<file path="src/rtl/bit_serializer_pkg.sv">
// Shared types and helpers for the bit_serializer front end of the 1011 detector.
package bit_serializer_pkg;

    typedef enum logic {
        IDLE  = 1'b0,
        SHIFT = 1'b1
    } ser_state_t;

    // Bit counter width for a word of 'width' bits (always at least 1).
    function automatic int cnt_width(input int width);
        return (width <= 2) ? 1 : $clog2(width);
    endfunction

endpackage

</file>
<file path="src/rtl/bit_serializer.sv">
// Double-buffered parallel-to-serial converter: a shift register plus one holding
// register, so consecutive words leave on x with no idle bit between them.
module bit_serializer
    import bit_serializer_pkg::*;
#(
    parameter int WIDTH     = 8,
    parameter bit MSB_FIRST = 1'b1
) (
    input  logic             clk,
    input  logic             rst,
    input  logic             en,
    input  logic [WIDTH-1:0] in_data,
    input  logic             in_valid,
    output logic             in_ready,
    output logic             x,
    output logic             x_valid,
    output logic             last_bit,
    output logic             busy
);

    localparam int CW = cnt_width(WIDTH);
    localparam logic [CW-1:0] CNT_LAST = CW'(WIDTH - 1);

    // Handshake: a word transfers on any rising edge with in_valid & in_ready.
    // in_ready only depends on the hold register being empty (and reset released).

    ser_state_t       state_q, state_d;
    logic [WIDTH-1:0] shift_q, shift_d;
    logic [WIDTH-1:0] hold_q, hold_d;
    logic             hold_full_q, hold_full_d;
    logic [CW-1:0]    cnt_q, cnt_d;

    logic             xfer;
    logic             shifting;
    logic             at_last;
    logic             head;
    logic [WIDTH-1:0] shifted;

    assign in_ready = rst & ~hold_full_q;
    assign xfer     = in_valid & in_ready;
    assign shifting = (state_q == SHIFT) & en;
    assign at_last  = (cnt_q == CNT_LAST);
    assign head     = MSB_FIRST ? shift_q[WIDTH-1] : shift_q[0];
    assign shifted  = MSB_FIRST ? {shift_q[WIDTH-2:0], 1'b0} : {1'b0, shift_q[WIDTH-1:1]};

    // Idle and frozen cycles drive x low; consumers qualify with x_valid.
    assign x        = shifting & head;
    assign x_valid  = shifting;
    assign last_bit = shifting & at_last;
    assign busy     = (state_q == SHIFT) | hold_full_q;

    always_comb begin
        state_d     = state_q;
        shift_d     = shift_q;
        hold_d      = hold_q;
        hold_full_d = hold_full_q;
        cnt_d       = cnt_q;
        case (state_q)
            IDLE: begin
                if (xfer) begin
                    shift_d = in_data;
                    cnt_d   = '0;
                    state_d = SHIFT;
                end
            end
            SHIFT: begin
                if (!en) begin
                    if (xfer) begin
                        hold_d      = in_data;
                        hold_full_d = 1'b1;
                    end
                end else if (at_last) begin
                    // Word boundary: refill from hold, else bypass a fresh word, else stop.
                    if (hold_full_q) begin
                        shift_d     = hold_q;
                        hold_full_d = 1'b0;
                        cnt_d       = '0;
                    end else if (xfer) begin
                        shift_d = in_data;
                        cnt_d   = '0;
                    end else begin
                        shift_d = '0;
                        cnt_d   = '0;
                        state_d = IDLE;
                    end
                end else begin
                    shift_d = shifted;
                    cnt_d   = cnt_q + 1'b1;
                    if (xfer) begin
                        hold_d      = in_data;
                        hold_full_d = 1'b1;
                    end
                end
            end
            default: state_d = IDLE;
        endcase
    end

    always_ff @(posedge clk or negedge rst) begin
        if (!rst) begin
            state_q     <= IDLE;
            shift_q     <= '0;
            hold_q      <= '0;
            hold_full_q <= 1'b0;
            cnt_q       <= '0;
        end else begin
            state_q     <= state_d;
            shift_q     <= shift_d;
            hold_q      <= hold_d;
            hold_full_q <= hold_full_d;
            cnt_q       <= cnt_d;
        end
    end

endmodule

</file>
<file path="config.mk">
export PLATFORM = sky130hd
export DESIGN_NAME = bit_serializer
export DESIGN_NICKNAME = d
export VERILOG_FILES = /design/src/rtl/bit_serializer_pkg.sv /design/src/rtl/bit_serializer.sv
export SDC_FILE = /design/constraint.sdc
export NUM_CORES = 1
export LEC_CHECK = 0
export BUFFER_PORTS_ARGS = -buffer_cell sky130_fd_sc_hd__buf_2
export CORE_ASPECT_RATIO = 2
export CORE_MARGIN = 3
export CORE_UTILIZATION = 30
export CTS_CLUSTER_SIZE = 12
export DETAILED_ROUTE_END_ITERATION = 6
export PLACE_DENSITY_LB_ADDON = 0.08
export SLEW_MARGIN = 20
export SYNTH_ARGS = -nofsm -noshare
export SYNTH_HDL_FRONTEND = slang
export SYNTH_SLANG_ARGS = --single-unit
</file>
<file path="constraint.sdc">
create_clock -name clk -period 2.7 [get_ports clk]
set_input_delay 0.27 -clock clk [delete_from_list [all_inputs] [get_ports clk]]
set_output_delay 0.27 -clock clk [all_outputs]
set_load 0.03 [all_outputs]
</file>
; Word-level counts from Yosys, hierarchy flattened
; Cells that the tools add are included.
[totals]
out_inout_bits = 5
in_bits = 12
wordCells = 41
regBits = 21
[classes]
bitwise_logic = 8
n_reduce_logical = 2
add_sub_neg = 1
eq_ne = 4
mux = 21
[ops]
columns = operator, count
row1 = 8-bit 2-to-1 mux, 8
row2 = 8-bit one-hot mux with 2 select lines, 1
row3 = 3-bit 2-to-1 mux, 3
row4 = 1-bit 2-to-1 mux, 7
row5 = "2-bit inequality test, second input constant", 3
row6 = 3-bit one-hot mux with 2 select lines, 1
row7 = 1-bit AND, 5
row8 = 2-bit AND reduction, 2
row9 = "3-bit by 1-bit adder with 3-bit output, second input constant", 1
row10 = "3-bit equality test, second input constant", 1
row11 = 1-bit NOT, 2
row12 = 1-bit one-hot mux with 2 select lines, 1
row13 = 1-bit OR, 1

; Longest topological paths before layout
[depth]
ltp_word = 8
mapped_depth = 6
depth_no_buf = 5

; Least setup slack after synthesis
; OpenSTA, ideal clock, no wires.
[synth_timing]
path_kind = reg-to-output
startpoint = reg cnt_q[0]
endpoint = out last_bit
arrival_time_ps = 1353
stages_incl_launch_ff = 5
required_time_ps = 2430
slack_ps = 1077
cell_sequence = dfrtp_1 > ha_1 > ha_1 > clkbuf_1 > and3_1
[synth_via]
elab_chain_cells = 2
[synth_rtl]
columns = element, line
row1 = start: declaration, bit_serializer.sv:31  ; logic [CW-1:0] cnt_q, cnt_d;
row2 = start signal: assignment, bit_serializer.sv:111  ; cnt_q <= cnt_d;
row3 = 3-bit equality test, bit_serializer.sv:42  ; assign at_last = (cnt_q == CNT_LAST);
row4 = 1-bit AND, bit_serializer.sv:49  ; assign last_bit = shifting & at_last;
row5 = end: declaration, bit_serializer.sv:17  ; output logic last_bit,
; No other way between the ends.

; Final worst setup path
; Ends and elaborated chain as after synthesis.

==> results_tabular.tex <==
\begin{tabular}{lr}
\hline
Metric & Value \\
\hline
\multicolumn{2}{l}{\textbf{Worst setup path}} \\
\quad FF-to-FF End & hold\_q[6]\$\_DFFE\_PN0P\_ \\
\quad Family with the most delay on the worst path & adder cells \\
\quad Required @ worst endpoint & roughly 2.4 ns \\
\quad Cell Chain, Critical Path & ha\_1 > ha\_1 > and3\_1 > buf\_2 \\
\quad Arrival time of data at the critical path endpoint & 1.75 ns \\
\quad Critical path type & flip-flop to primary output \\
\quad Cell with the largest stage delay on the worst path & ha\_1 \\
\quad Number of cells on the worst reg-to-reg path & 5 \\
\quad Kind of end point of the critical path & primary output \\
\quad Cell repeated most along the worst path & ha\_1 \\
\quad Reg2reg setup slack & 0.70 ns \\
\quad Crit-path max cell delay & 0.49 ns \\
\quad Critical R2R Launch & cnt\_q[0]\$\_DFFE\_PN0P\_ \\
\quad Buf/Inv on CP & 1 \\
\quad Critical Path Source Type & flip-flop \\
\quad Highest net fanout along the worst path & 16 \\
\multicolumn{2}{l}{\textbf{Min path}} \\
\quad Cell depth of the worst min-delay path & 3 \\
\quad Hold Path Class & primary input to flip-flop \\
\quad Hold path start & in\_valid \\
\quad Hold Path End & state\_q\$\_DFF\_PN0\_ \\
\multicolumn{2}{l}{\textbf{Power}} \\
\quad Cell Int Power & 819.1 µW \\
\quad Switching part of the total power & 37.06\% \\
\quad Net load switching power & around 480 µW \\
\quad Clock network fraction of design power & 16.0\% \\
\quad Leakage component of the power & 0.0005577 µW \\
\quad Part of the total power dissipated in sequential elements & 43.9\% \\
\quad Combinational fraction of design power & 40.1\% \\
\quad Peak VDD IR & 495.5 µV \\
\quad Power density over the cells & 1016 mW/mm² \\
\multicolumn{2}{l}{\textbf{Die}} \\
\quad Placeable core region & 0.003491 mm² \\
\quad Die Y-Extent & 92.36 µm \\
\quad Initial Utilization & 32.04\% \\
\quad DIE WIDTH & 49.18 µm \\
\quad Die Outline Area & 0.004542 mm² \\
\quad Std-Cell Rows & 30 \\
\quad Top-level port count & 17 \\
\multicolumn{2}{l}{\textbf{Logic synthesis}} \\
\quad Seq/Total Area, Yosys & between 40 and 50\% \\
\quad Synth Register Bits & 21 \\
\quad Summed instance area of the synthesized netlist & 0.001119 mm² \\
\quad Number of cells produced by synthesis & 97 \\
\quad Syn. warnings & 0 \\
\quad Post-Syn Area per Cell & 11.53 µm² \\
\quad Library cells used by synthesis & 31 \\
\quad Net count after synthesis & 111 \\
\multicolumn{2}{l}{\textbf{STA}} \\
\quad Number of setup violations in the final report & 0 \\
\quad Final critical-path share of the clock period & 74.70\% \\
\quad Relative slew slack & 63.43\% \\
\quad Final Hold Vio Count & 0 \\
\quad Max-slew violation count & 0 \\
\quad Clock period minus worst slack & between 2 and 2.5 ns \\
\quad Setup repair after global routing missed its margin & false \\
\quad Worst clock skew on the final layout & 0.002151 ns \\
\quad Achievable Freq & 495.8 MHz \\
\quad Post-Route Setup TNS & 0 ns \\
\quad Pin slew with the least headroom to its limit & roughly 0.55 ns \\
\multicolumn{2}{l}{\textbf{CTS}} \\
\quad Clock sink total & 21 \\
\quad Post-CTS setup repair buffer count & 0 \\
\quad Clock buffer count from CTS & 3 \\
\quad Clock edge transition at the registers on the reported setup and hold paths & 0.08 ns \\
\quad Clock H-tree levels & 1 \\
\quad Root buffer cell & clkbuf\_8 \\
\quad CTS-repair resized insts & 0 \\
\quad Clock tree from TritonCTS & built \\
\quad Maximum clock path buffer count & 2 \\
\quad Clock latency on the worst-skew pair & 0.26 ns \\
\quad Hold-fix buffers at CTS & 1 \\
\multicolumn{2}{l}{\textbf{Drt}} \\
\quad Via Count & 823 \\
\quad Mean routed wirelength per cell & around 16 µm \\
\quad Starting DRC count in detailed routing & 18 \\
\quad Remaining number of nets flagged by the antenna check after routing & 0 \\
\quad Drt first pass iters & 4 \\
\quad Number of DRC violations after detailed routing & 0 \\
\quad Drt via density & 5.112 \\
\quad WL final & about 2600 µm \\
\multicolumn{2}{l}{\textbf{Layout}} \\
\quad Layout Area Growth over Synthesis & 14.54\% \\
\quad Leading cell types in the layout, fill and taps excluded & dfrtp\_1, buf\_2, o21ai\_0 \\
\quad Most common cell after layout, fill and taps aside & dfrtp\_1 \\
\quad Inserted Diodes & 0 \\
\quad Net count of the finished layout & 128 \\
\quad Proportion of layout cells with a drive suffix above 1 & between 30\% and 40\% \\
\quad Non-filler instance count after layout & 161 \\
\multicolumn{2}{l}{\textbf{GRT}} \\
\quad Initial antenna violation count & 0 \\
\quad First-pass GRT wire length & 4395 µm \\
\quad Overflow after GRT & 0 \\
\quad Largest net degree at the start of global routing & 17 \\
\quad Vias in the first global route & 920 \\
\quad Global-route total usage across every layer & 12.83\% \\
\multicolumn{2}{l}{\textbf{Status}} \\
\quad Outcome & completed \\
\multicolumn{2}{l}{\textbf{Placement}} \\
\quad Count of input and output buffers & 16 \\
\quad Number of placed instances with taps included & 156 \\
\quad GP Congestion & 0.7549 \\
\quad DP Wirelength & 1889 µm \\
\multicolumn{2}{l}{\textbf{Job}} \\
\quad Max cap viols & 0 \\
\hline
\end{tabular}
[worst reg2reg max path, delay by kind of cell (launching register included)]
family,cells,cell delay [ns]
adders and majority gates,2,0.57
DFF,1,0.40
muxes,1,0.40
and+or+nand+nor,2,0.51
[power groups by stage]
| stage | Clock [µW] | Combinational (µW) | Sequential (µW) |
|---|---|---|---|
| 3_5_place_dp | 0 | 529 | 580 |
| 6_report | 209 | 522 | 571 |
| 5_1_grt | 231 | 585 | 594 |
| 4_1_cts | 217 | 530 | 574 |
| 2_1_floorplan | 0 | 478 | 519 |
| 3_3_place_gp | 0 | 527 | 578 |
[cells in the mapped netlist]
cell type	n	area share, %
nor3_1	5	2.2
buf_6	2	2.0
ha_1	2	2.2
a31oi_2	4	4.5
nand3_1	4	1.8
buf_4	1	0.67
dfrtp_1	21	47
inv_1	2	0.67
nor2b_4	1	1.2
a32oi_1	3	2.3
a2bb2oi_2	3	4.0
a41oi_2	1	1.5
buf_2	2	0.89
a22o_1	2	1.6
nor2_1	2	0.67
o22a_1	1	0.78
nand4_2	1	1.1
nor2b_1	1	0.56
or2_1	1	0.56
a31o_2	3	2.3
and4bb_1	1	1.1
nand2b_1	3	1.7
o21ai_0	10	4.5
and4b_1	1	0.89
or2_2	1	0.56
nand2_1	5	1.7
clkbuf_1	2	0.67
nand4_1	1	0.56
and2_1	1	0.56
and3_1	2	1.1
mux2_2	8	8.1
[kinds of logic (layout without fill, tap and decap cells)]
family,count (synthesis),after routing,synth area share [%]
AOI/OAI and AO/OA,27,27,21.48
adders and majority gates,2,2,2.237
buffers and inverters,9,25,4.922
DFF,21,21,46.98
muxes,8,8,8.054
and+or+nand+nor,30,30,16.33
[final cells by class]
type | instances | area (µm²)
inverters | 2 | 7.507
flip-flops and latches | 21 | 525.5
repair buffers | 19 | 105.1
well taps | 48 | 60.06
multi-input cells | 67 | 538.0
clock buffers | 4 | 45.04
fillers | 371 | 2210
[worst max-delay path by stage]
stage | start | endpoint | depth (start not counted)
detailed placement | cnt_q[0]$_DFFE_PN0P_ | hold_q[2]$_DFFE_PN0P_ | 5
global route | cnt_q[0]$_DFFE_PN0P_ | hold_q[7]$_DFFE_PN0P_ | 5
floorplan | cnt_q[0]$_DFFE_PN0P_ | last_bit | 4
global placement | cnt_q[0]$_DFFE_PN0P_ | hold_q[0]$_DFFE_PN0P_ | 5
CTS | cnt_q[0]$_DFFE_PN0P_ | last_bit | 4
finish | cnt_q[0]$_DFFE_PN0P_ | last_bit | 4
[sequential cells by signal, indices dropped and copies added, names as in the netlist]
signal,count
shift_q,8
cnt_q,3
state_q,1
hold_full_q,1
hold_q,8
[stage by stage]
step | instance area [µm²] | worst slack (ns) | hold slack [ns] | power [µW] | utilization (%)
4_1_cts | 1281 | 0.6374 | 0.2502 | 1321 | 36.70
6_report | 1281 | 0.6832 | 0.2553 | 1302 | 36.70
3_3_place_gp | 1226 | 0.6923 | 0.1584 | 1106 | 35.13
3_5_place_dp | 1226 | 0.6936 | 0.1626 | 1109 | 35.13
5_1_grt | 1281 | 0.5394 | 0.2538 | 1410 | 36.70
2_1_floorplan | 1119 | 1.077 | -0.02559 | 997.1 | -
[per-layer routing]
| layer | GRT usage [%] | share of wire, % |
|---|---|---|
| met1 | 13.75 | 39 |
| met2 | 22.98 | 56 |
| met3 | 2.576 | 3.3 |
| met4 | 6.651 | 1.2 |
| met5 | 0 | 0 |
(Power assumes the default switching activity.)
